==> src/rtl/ipc_message_writer.sv <==
`default_nettype none
// ============================================================================
// Module  : ipc_message_writer
// Brief   : Serialises one formatted WIDTH-bit IPC message into a byte frame
//           (SOF, payload LSB-first, 8-bit checksum) on a valid/ack link.
// Revision: 1.0 - initial release
// ============================================================================
module ipc_message_writer #(
    parameter int         WIDTH = 64,
    parameter logic [7:0] SOF   = 8'hA5
) (
    input  logic             clk,
    input  logic             reset,
    input  logic             load,
    input  logic [WIDTH-1:0] data_in,
    output logic             ready,
    output logic [7:0]       tx_data,
    output logic             tx_valid,
    input  logic             tx_ack,
    output logic             busy,
    output logic [15:0]      frames_sent
);

    localparam int NBYTES = WIDTH / 8;
    // A single-byte message still needs a 1-bit index to stay a legal vector.
    localparam int IDX_W = (NBYTES > 1) ? $clog2(NBYTES) : 1;
    localparam logic [IDX_W-1:0] c_last_idx = IDX_W'(NBYTES - 1);

    typedef enum logic [1:0] {
        IDLE     = 2'd0,
        HEADER   = 2'd1,
        PAYLOAD  = 2'd2,
        CHECKSUM = 2'd3
    } state_t;

    state_t           r_state;
    logic [WIDTH-1:0] r_shift;
    logic [IDX_W-1:0] r_idx;
    logic [7:0]       r_csum;
    logic [15:0]      r_frames;
    logic             r_ready;
    logic             r_tx_valid;
    logic [7:0]       r_tx_data;

    logic [WIDTH-1:0] w_shift_next;
    logic [7:0]       w_csum_next;

    assign w_shift_next = r_shift >> 8;
    assign w_csum_next  = r_csum + r_shift[7:0];

    always_ff @(posedge clk or posedge reset) begin
        if (reset) begin
            r_state    <= IDLE;
            r_shift    <= '0;
            r_idx      <= '0;
            r_csum     <= 8'h00;
            r_frames   <= 16'h0000;
            r_ready    <= 1'b1;
            r_tx_valid <= 1'b0;
            r_tx_data  <= 8'h00;
        end else begin
            case (r_state)
                IDLE: begin
                    if (load) begin
                        r_shift    <= data_in;
                        r_idx      <= '0;
                        r_csum     <= 8'h00;
                        r_state    <= HEADER;
                        r_ready    <= 1'b0;
                        r_tx_valid <= 1'b1;
                        r_tx_data  <= SOF;
                    end
                end
                HEADER: begin
                    if (tx_ack) begin
                        r_state   <= PAYLOAD;
                        r_tx_data <= r_shift[7:0];
                    end
                end
                PAYLOAD: begin
                    // Output byte is staged one ahead so tx_data stays registered.
                    if (tx_ack) begin
                        r_csum  <= w_csum_next;
                        r_shift <= w_shift_next;
                        if (r_idx == c_last_idx) begin
                            r_idx     <= '0;
                            r_state   <= CHECKSUM;
                            r_tx_data <= w_csum_next;
                        end else begin
                            r_idx     <= r_idx + IDX_W'(1);
                            r_tx_data <= w_shift_next[7:0];
                        end
                    end
                end
                CHECKSUM: begin
                    if (tx_ack) begin
                        r_frames   <= r_frames + 16'd1;
                        r_state    <= IDLE;
                        r_ready    <= 1'b1;
                        r_tx_valid <= 1'b0;
                        r_tx_data  <= 8'h00;
                    end
                end
                default: begin
                    r_state    <= IDLE;
                    r_ready    <= 1'b1;
                    r_tx_valid <= 1'b0;
                    r_tx_data  <= 8'h00;
                end
            endcase
        end
    end

    assign ready       = r_ready;
    assign busy        = ~r_ready;
    assign tx_valid    = r_tx_valid;
    assign tx_data     = r_tx_data;
    assign frames_sent = r_frames;

endmodule
`default_nettype wire

==> config.mk <==
export PLATFORM = sky130hd
export DESIGN_NAME = ipc_message_writer
export DESIGN_NICKNAME = d
export VERILOG_FILES = /design/src/rtl/ipc_message_writer.sv
export SDC_FILE = /design/constraint.sdc
export NUM_CORES = 1
export LEC_CHECK = 0
export CELL_PAD_IN_SITES_DETAIL_PLACEMENT = 0
export CELL_PAD_IN_SITES_GLOBAL_PLACEMENT = 1
export CORE_MARGIN = 2
export CORE_UTILIZATION = 41
export DETAILED_ROUTE_END_ITERATION = 6
export PLACE_DENSITY = 0.86
export SLEW_MARGIN = 30
export SYNTH_ARGS = -nofsm -noshare
export SYNTH_HDL_FRONTEND = slang
export SYNTH_SLANG_ARGS = --single-unit
==> constraint.sdc <==
create_clock -name clk -period 4.6 [get_ports clk]
set_input_delay 0.69 -clock clk [delete_from_list [all_inputs] [get_ports clk]]
set_output_delay 0.69 -clock clk [all_outputs]
set_load 0.02 [all_outputs]
* Word-level counts from Yosys, hierarchy flattened
Cells that the tools add are included.
** Storage, ports and cells
- Logic and storage cells :: 57
- Register bits after elaboration :: 103
- Output and inout bits :: 27
- Input port bits :: 68
** Cells by class
- Equal/unequal tests :: 9
- Bitwise operators :: 1
- Reduce and logical (&&, ||, !) cells :: 8
- Multiplexer cells :: 28
- Add/sub/neg operators :: 3
** Operators with widths (count)
- 64-bit two-way mux :: 2
- 64-bit one-hot mux with 2 select lines :: 1
- 8-bit two-way mux :: 7
- 8-bit one-hot mux with 4 select lines :: 1
- 16-bit by 1-bit adder with 16-bit output, second input constant :: 1
- 8-bit one-hot mux with 2 select lines :: 1
- 2-bit two-way mux :: 5
- 2-bit inequality test, second input constant :: 5
- 3-bit two-way mux :: 3
- 8-bit adder :: 1
- 2-bit one-hot mux with 4 select lines :: 1
- 3-bit one-hot mux with 2 select lines :: 1
- 3-bit AND reduction :: 2
- 5-bit AND reduction :: 1
- 2-bit == test, second input constant :: 2
- 1-bit two-way mux :: 4
- 1-bit one-hot mux with 2 select lines :: 2
- 4-bit AND reduction :: 1
- 2-bit nonzero test :: 2
- 3-bit by 1-bit adder with 3-bit output, second input constant :: 1
- 3-bit == test, second input constant :: 1
- 2-bit by 1-bit == test with 1-bit output, second input constant :: 1
- 2-bit zero test :: 1
- 2-bit AND reduction :: 1
- 1-bit NOT :: 1

* Longest topological paths before layout
- Word-level depth :: 4
- Mapped depth :: 10
- Gate-level depth less buffers :: 7

* Least setup slack after synthesis
OpenSTA, ideal clock, no wires.
- Kind :: register to register
- Start point :: reg r_shift[0]
- End point :: reg r_tx_data[6], in the netlist tx_data[6]
- Data required time :: 4.473 ns
- Buffers on the path :: 0
- Stages on the path, launching flop included :: 8
- Path slack :: 2.588 ns
- Data arrival time :: 1.884 ns
- Cells stage by stage :: dfrtp_1 > ha_1 > fa_1 > a211oi_2 > nor4b_1 > nand3b_1 > a222oi_1 > o21ai_1
** Between the ends
- Longest elaborated chain between the ends :: 4
** RTL lines
- start, declared :: RTL line 37 : logic [WIDTH-1:0] r_shift;
- start signal, assigned :: RTL line 65 : r_shift <= data_in;
- start signal, assigned :: RTL line 84 : r_shift <= w_shift_next;
- 8-bit adder :: RTL line 49 : assign w_csum_next = r_csum + r_shift[7:0];
- 8-bit two-way mux :: RTL line 85 : if (r_idx == c_last_idx) begin
- 8-bit two-way mux :: RTL line 82 : if (tx_ack) begin
- 8-bit one-hot mux with 4 select lines :: RTL line 62 : case (r_state)
- end signal, assigned :: RTL line 77 : r_tx_data <= r_shift[7:0];
- end signal, assigned :: RTL line 88 : r_tx_data <= w_csum_next;
- end signal, assigned :: RTL line 91 : r_tx_data <= w_shift_next[7:0];
- end, declared :: RTL line 43 : logic [7:0] r_tx_data;
No other way between the ends. The select of a mux whose other input is x is not followed.
A chain may end at the register's enable or synchronous reset.

* Final worst setup path
- Start point :: reg r_state[0]
- End point :: reg r_csum[7]
** Between the ends
- Longest elaborated chain between the ends :: 3
** RTL lines
- start, declared :: RTL line 36 : state_t r_state;
- start signal, assigned :: RTL line 53 : r_state <= IDLE;
- start signal, assigned :: RTL line 68 : r_state <= HEADER;
- start signal, assigned :: RTL line 76 : r_state <= PAYLOAD;
- 2-bit == test or 2-bit zero test (tied branches) :: RTL line 62
- 2-bit inequality test (no line) or 2-bit nonzero test (tied branches)
- 3-bit AND reduction (no line)
- end signal, assigned :: RTL line 83 : r_csum <= w_csum_next;
- end, declared :: RTL line 39 : logic [7:0] r_csum;
Parallel ways exist; a longest one is shown, timed or not.

==> flow_summary.yaml <==
floorplan:
  die_area_mm2: 0.0133
  die_w_um: 115
  fp-row-count: 40
  start_util: 0.423
  core_area_mm2: 0.0121
  boundaryPins: 95
  die_height_um: 115
yosys:
  syn_nets: 569
  synthCells: 485
  synth_top_area_cell: "dfrtp_1"
  synth-edff-count: 0
  yosysTopAreaCellShare: 0.501
  synthFlopType: "dfrtp_1"
  synth.avg_cell_area_um2: 10.5
  seq_area_frac_synth: 0.506
  synthTopCellsByArea: "dfrtp_1, mux2i_1, o21ai_0, nand2_1, ha_1"
  synth-seq-cells: 103
  async_flop_share: 1.00
  synth_warnings: 0
  synth_cell_type_count: 53
  synth_area_mm2: 0.00510
setup_path:
  endpoint_kind: "register"
  critPathKind: "reg2reg"
  cp.required_ns: 4.87
  cp_data_arrival_time_ns: 3.20
  critPathSlowestCell: "buf_4"
  crit_path_max_fanout: 52
  cp_cell_sequence: "inv_1, ha_4, buf_4, nand2_1, nor2b_1, nand2_1, a21oi_1, o21bai_1"
  r2r_setup_slack_ns: 1.67
  cpMostUsedCell: "nand2_1"
  cp-start-kind: "register"
  crit_path_max_incr_delay_ns: 0.68
  rr_worst_depth: 8
sta:
  fin_crit_ns: 2.93
  tightest_slew_ns: 0.778
  fmax_ghz: 0.342
  setup_viol: 0
  post-route-period-util: 0.636
  hold_viol_final: 0
  finalMaxSlewViolations: 0
  rsz0062_at_grt: "no"
  setup_tns_ns: 0
  slew_headroom: 0.481
  finalClockSkew_ns: 0.0102
clock_tree:
  postCtsSetupBuffers: 0
  cts-buffers-inserted: 9
  cts.repair.resized: 0
  cts_hold_buf: 0
  cts_max_path_buffers: 2
  cts-root-buf: "clkbuf_16"
  cts_sinks: 103
  clkLatencyLatePin_ns: 0.35
  clk_pin_slew_ns: 0.07
  htreeDepth: 3
  cts_tree: "done"
min_path:
  hold_depth: 2
  hold_path.class: "reg2reg"
finish:
  diodes: 0
  drive_gt1_frac: 0.0613
  instances_no_fill: 739
  nets: 650
  finalInstanceArea_mm2: 0.00645
  utilization: 0.535
  area_delta_synth_final_pct: 26.5
power_and_ir_drop:
  power.total_mw: 4.27
  power.switching_mw: 1.72
  seq_power_share: 0.365
  p_int_mw: 2.55
  clockPowerShare: 0.175
  comb_power_share: 0.460
  switching_share: 0.403
  vdd_drop_max_mv: 0.298
  leakagePower_nw: 2.76
  p_per_area_mw_per_mm2: 663
placed_design:
  numPortBuffers: 94
  place_congestion: 0.808
  dp.cells: 723
  postPlaceCellArea_mm2: 0.00615
  post-dp-hpwl_um: 8160
run:
  max-cap-violations: 0
route:
  via_per_inst: 5.18
  drc: 0
  routedWlPerCell_um: 15.6
  vias: 3828
  routed_wl_um: 11500
  postRouteAntennaNets: 0
  dr.pass1.iters: 4
  dr.first_iter.drc_count: 231
global_route:
  gr-usage-all-layers: 0.179
  grt_pass1_wl_um: 18800
  grt_max_degree: 79
  grt.overflow.total: 0
  grt_pass1_vias: 3762
  antenna_found_initial: 0
status:
  status: "finished clean"
[power groups by stage]
stage	Combinational, mW	Sequential, mW	Clock, mW
floorplan	1.45	1.57	0
global placement	1.88	1.56	0
detailed placement	1.98	1.58	0
CTS	1.98	1.56	0.764
global route	2.21	1.61	0.800
finish	1.96	1.56	0.748
[metrics by stage]
| stage | setup WS, ns | hold slack [ns] |
|---|---|---|
| 5_1_grt | 1.52 | 0.506 |
| 2_1_floorplan | 1.21 | 0.450 |
| 4_1_cts | 1.67 | 0.487 |
| 3_3_place_gp | 1.74 | 0.461 |
| 6_report | 1.67 | 0.478 |
| 3_5_place_dp | 1.71 | 0.470 |
[cell usage after synthesis, types with 5 or more instances]
master and count:
nor2b_1 6, mux2i_1 57, xnor2_1 12, a22o_1 15, o21ai_1 10, nand3_1 9
dfrtp_1 102, buf_2 15, ha_1 15, a221oi_1 5, o21ai_0 64, a21oi_1 7
inv_1 8, xor2_1 7, nand2_1 75, nor2_1 13
[worst max-delay path, delay by kind of cell (launching register included)]
kind	cells	cell delay [ns]
flops	1	0.42
buf+inv	2	0.83
simple gates	3	0.89
fa+ha+maj	1	0.39
compound gates	2	0.24
[placed cells by master, fill, tap and decap left out, types with 2 or more instances in the layout]
master           instances
a21oi_1                  7
a221oi_1                 5
a22o_1                  15
a22oi_1                  2
a31oi_1                  2
and2_1                   3
and3_1                   2
buf_4                    3
clkbuf_16                9
clkdlybuf4s50_1         94
clkinv_4                 2
dfrtp_1                102
ha_1                    14
inv_1                    7
inv_6                    3
mux2_2                   4
mux2i_1                 57
nand2_1                 75
nand3_1                  9
nand3b_1                 3
nand4_1                  4
nor2_1                  13
nor2b_1                  6
nor3_1                   3
o211ai_1                 2
o21a_1                   2
o21ai_0                 64
o21ai_1                 10
o22a_1                   2
or2_2                    2
xnor2_1                 12
xor2_1                   7
[cell families after synthesis]
group,after synthesis,share of synthesized area
AOI/OAI and AO/OA,121,0.147
and+or+nand+nor,129,0.115
xor gates and xnor gates,19,0.0327
buffers and inverters,36,0.0373
DFF,103,0.506
muxes,61,0.121
adders and majority gates,16,0.0408
[sequential cells by signal (all words and copies together), names as in the netlist]
name	count
frames_sent	16
r_csum	8
r_idx	3
r_shift	64
r_state	2
ready	1
tx_data	8
tx_valid	1
[area by class of cell]
type	count	area, um2
clock buffers	10	239
clock inverters	6	51.3
fillers	1105	5610
inverters	8	35.0
multi-input cells	346	2340
flip-flops and latches	103	2580
well taps	168	210
repair buffers	98	991
[worst paths after layout]
| kind | endpoint | from |
|---|---|---|
| setup / recovery | r_csum[7]$_DFFE_PP0P_ | r_state[0]$_DFFE_PP0P_ |
| hold / removal | r_shift[37]$_DFFE_PP0P_ | r_shift[37]$_DFFE_PP0P_ |
| setup reg to reg | r_csum[7]$_DFFE_PP0P_ | r_state[0]$_DFFE_PP0P_ |
| hold reg to reg | r_shift[37]$_DFFE_PP0P_ | r_shift[37]$_DFFE_PP0P_ |
| max in group asynchronous | r_state[0]$_DFFE_PP0P_ | reset |
| min in group asynchronous | r_shift[21]$_DFFE_PP0P_ | reset |
[per-layer routing]
metal  vias up  track usage  wire length, um
li1       1877            -                -
met1      1849        0.246             5400
met2        93        0.292             5510
met3         9       0.0319              465
met4         0       0.0506              130
met5         -            0                0
(Power assumes the default switching activity.)
==> variant (same flow settings) <==
Make the reset (`reset`) synchronous in one clocked block.
--- a/src/rtl/ipc_message_writer.sv
+++ b/src/rtl/ipc_message_writer.sv
@@ -49,5 +49,5 @@
     assign w_csum_next  = r_csum + r_shift[7:0];
 
-    always_ff @(posedge clk or posedge reset) begin
+    always_ff @(posedge clk) begin
         if (reset) begin
             r_state    <= IDLE;
Check against the original RTL: differs if reset is asserted again (counterexample within 4 cycles, from zero or initial values and one cycle with reset high); with reset held inactive, the same outputs for 10 cycles.
==> variant against the original RTL <==
Count of clock-buffer cells in the layout did not move. Sequential power fell by 17%. Sequential cell count unchanged. Core utilization down 1.2 points. Routed wire length is 1.4% higher. Synthesized area shrank 3.3%. Final area fell by 3.8%. Final cell count is 3.9% higher. Worst setup slack better by 0.31 ns. Combinational power is 19% lower. Clock skew down 0.0026 ns. Power shrank 14%.
==> variant: results (changes against the original RTL) <==
{| class="wikitable"
! Metric !! Value
|-
| Post-DR vias/cell || 5.35 (was 5.18)
|-
| Vias in the first global route || 3,843 (was 3,762)
|-
| Fraction of the yosys area taken by sequential cells || 41.8% (was 50.6%)
|-
| Part of the total power dissipated in sequential elements || 35.4% (was 36.5%)
|-
| Outcome || finished, final reports clean (unchanged)
|-
| Top cells by count, synth || sky130_fd_sc_hd__dfxtp_1, sky130_fd_sc_hd__nor2_1, sky130_fd_sc_hd__a211oi_1 (was sky130_fd_sc_hd__dfrtp_1, sky130_fd_sc_hd__nand2_1, sky130_fd_sc_hd__o21ai_0)
|-
| Gate count after technology mapping || 547 (was 485)
|-
| Initial antenna violation count || 1 (was 0)
|-
| Worst ir drop on vdd || 0.000322 V (was 0.000298 V)
|-
| Detail-routed net length per standard cell || 15.2 um (was 15.6 um)
|-
| Placer Congestion || 0.843 (was 0.808)
|-
| CTS Root Buffer Type || sky130_fd_sc_hd__clkbuf_16 (unchanged)
|-
| HPWL Detailed || 8420 um (was 8160 um)
|-
| Power in combinational cells || 1.58 mW (was 1.96 mW)
|-
| Via total after detailed routing || 4,111 (was 3,828)
|-
| Top Family by Delay on Critical Path || buffers and inverters (was simple AND/OR/NAND/NOR gates)
|-
| Maximum number of pins on one net before global-route repair || 52 (was 79)
|-
| Async set-reset flop share out of synthesis || 0% (was 100%)
|-
| Iteration-0 DRC Markers || 220 (was 231)
|-
| Internal || 2.24 mW (was 2.55 mW)
|-
| First-pass GRT wire length || 19,000 um (was 18,800 um)
|-
| Top area cells in the synthesized netlist || sky130_fd_sc_hd__dfxtp_1, sky130_fd_sc_hd__mux2i_1, sky130_fd_sc_hd__a211oi_1, sky130_fd_sc_hd__nor2_1, sky130_fd_sc_hd__ha_1 (was sky130_fd_sc_hd__dfrtp_1, sky130_fd_sc_hd__mux2i_1, sky130_fd_sc_hd__o21ai_0, sky130_fd_sc_hd__nand2_1, sky130_fd_sc_hd__ha_1)
|-
| Post-place instance area || 5890 sq um (was 6150 sq um)
|-
| Share of layout cells above drive strength 1 || 4.83% (was 6.13%)
|-
| Worst stage delay on the critical path || 0.59 ns (was 0.68 ns)
|-
| Arrival time at the worst endpoint || 2.89 ns (was 3.20 ns)
|-
| Total routing usage reported by global routing || 18.4% (was 17.9%)
|-
| Nets || 700 (was 650)
|-
| Setup slack after placement || 1.85 ns (was 1.71 ns)
|-
| Net count of the mapped netlist || 631 (was 569)
|-
| CP max FO || 38 (was 52)
|-
| Layout fillers || 1,087 (was 1,105)
|-
| Number of distinct library cells after synthesis || 49 (was 53)
|-
| Final clock skew || 0.00768 ns (was 0.0102 ns)
|-
| Power of the sequential group || 1.30 mW (was 1.56 mW)
|-
| Reported leakage power || 2.21 nW (was 2.76 nW)
|-
| Number of placed instances, taps included || 752 (was 723)
|-
| Worst relative slew slack || 49.2% (was 48.1%)
|}
[variant: changes by cell type in the layout (fill, tap and decap cells not counted), moves of 25 or more]
cell	delta
sky130_fd_sc_hd__nor2_1	+74
sky130_fd_sc_hd__nand2_1	-34
sky130_fd_sc_hd__a211oi_1	+58
sky130_fd_sc_hd__dfxtp_1	+103
sky130_fd_sc_hd__dfrtp_1	-102
sky130_fd_sc_hd__o21ai_0	-55
sky130_fd_sc_hd__a21oi_1	+25
[variant: path summary, 6_finish.rpt]
kind	from	to	slack, ns
worst min-delay path	r_shift[59]	r_shift[59]	0.46
worst min register to register	r_shift[59]	r_shift[59]	0.46
worst max register to register	r_state[0]	tx_data[7]	1.98
worst max-delay path	r_state[0]	tx_data[7]	1.98
[variant: metal layers]
layer  wire length (um)  global-route usage (%)  up-vias  part of all wire [%]
met5                 13                       0        -                  0.11
met4                163                    5.28        2                   1.4
met3                637                    5.15       11                   5.5
met2               5280                    29.0      101                    45
met1               5560                    24.8     1891                    48
li1                   -                       -     2106                     -
[variant: layout make-up]
| type | count | area [sq um] | area share (%) |
|---|---|---|---|
| sequential | 103 | 2060 | 33.3 |
| clock inverter | 6 | 67.6 | 1.09 |
| timing repair buffer | 98 | 993 | 16.0 |
| tap | 147 | 184 | 2.97 |
| multi-input combinational | 395 | 2620 | 42.3 |
| inverter | 9 | 33.8 | 0.545 |
| clock buffer | 10 | 239 | 3.85 |
[variant: kinds of logic (layout without fill, tap and decap cells)]
logic type               count (synthesis)  count (layout)  synth area share, %
AO/OA/AOI/OAI                          127             127                 17.7
XOR/XNOR                                17              17                 3.02
AND/OR/NAND/NOR                        175             175                 15.6
multiplexers                            60              60                 12.2
flip-flops                             103             103                 41.8
buffers and inverters                   49             123                 5.43
adder cells (fa/ha/maj)                 16              16                 4.21
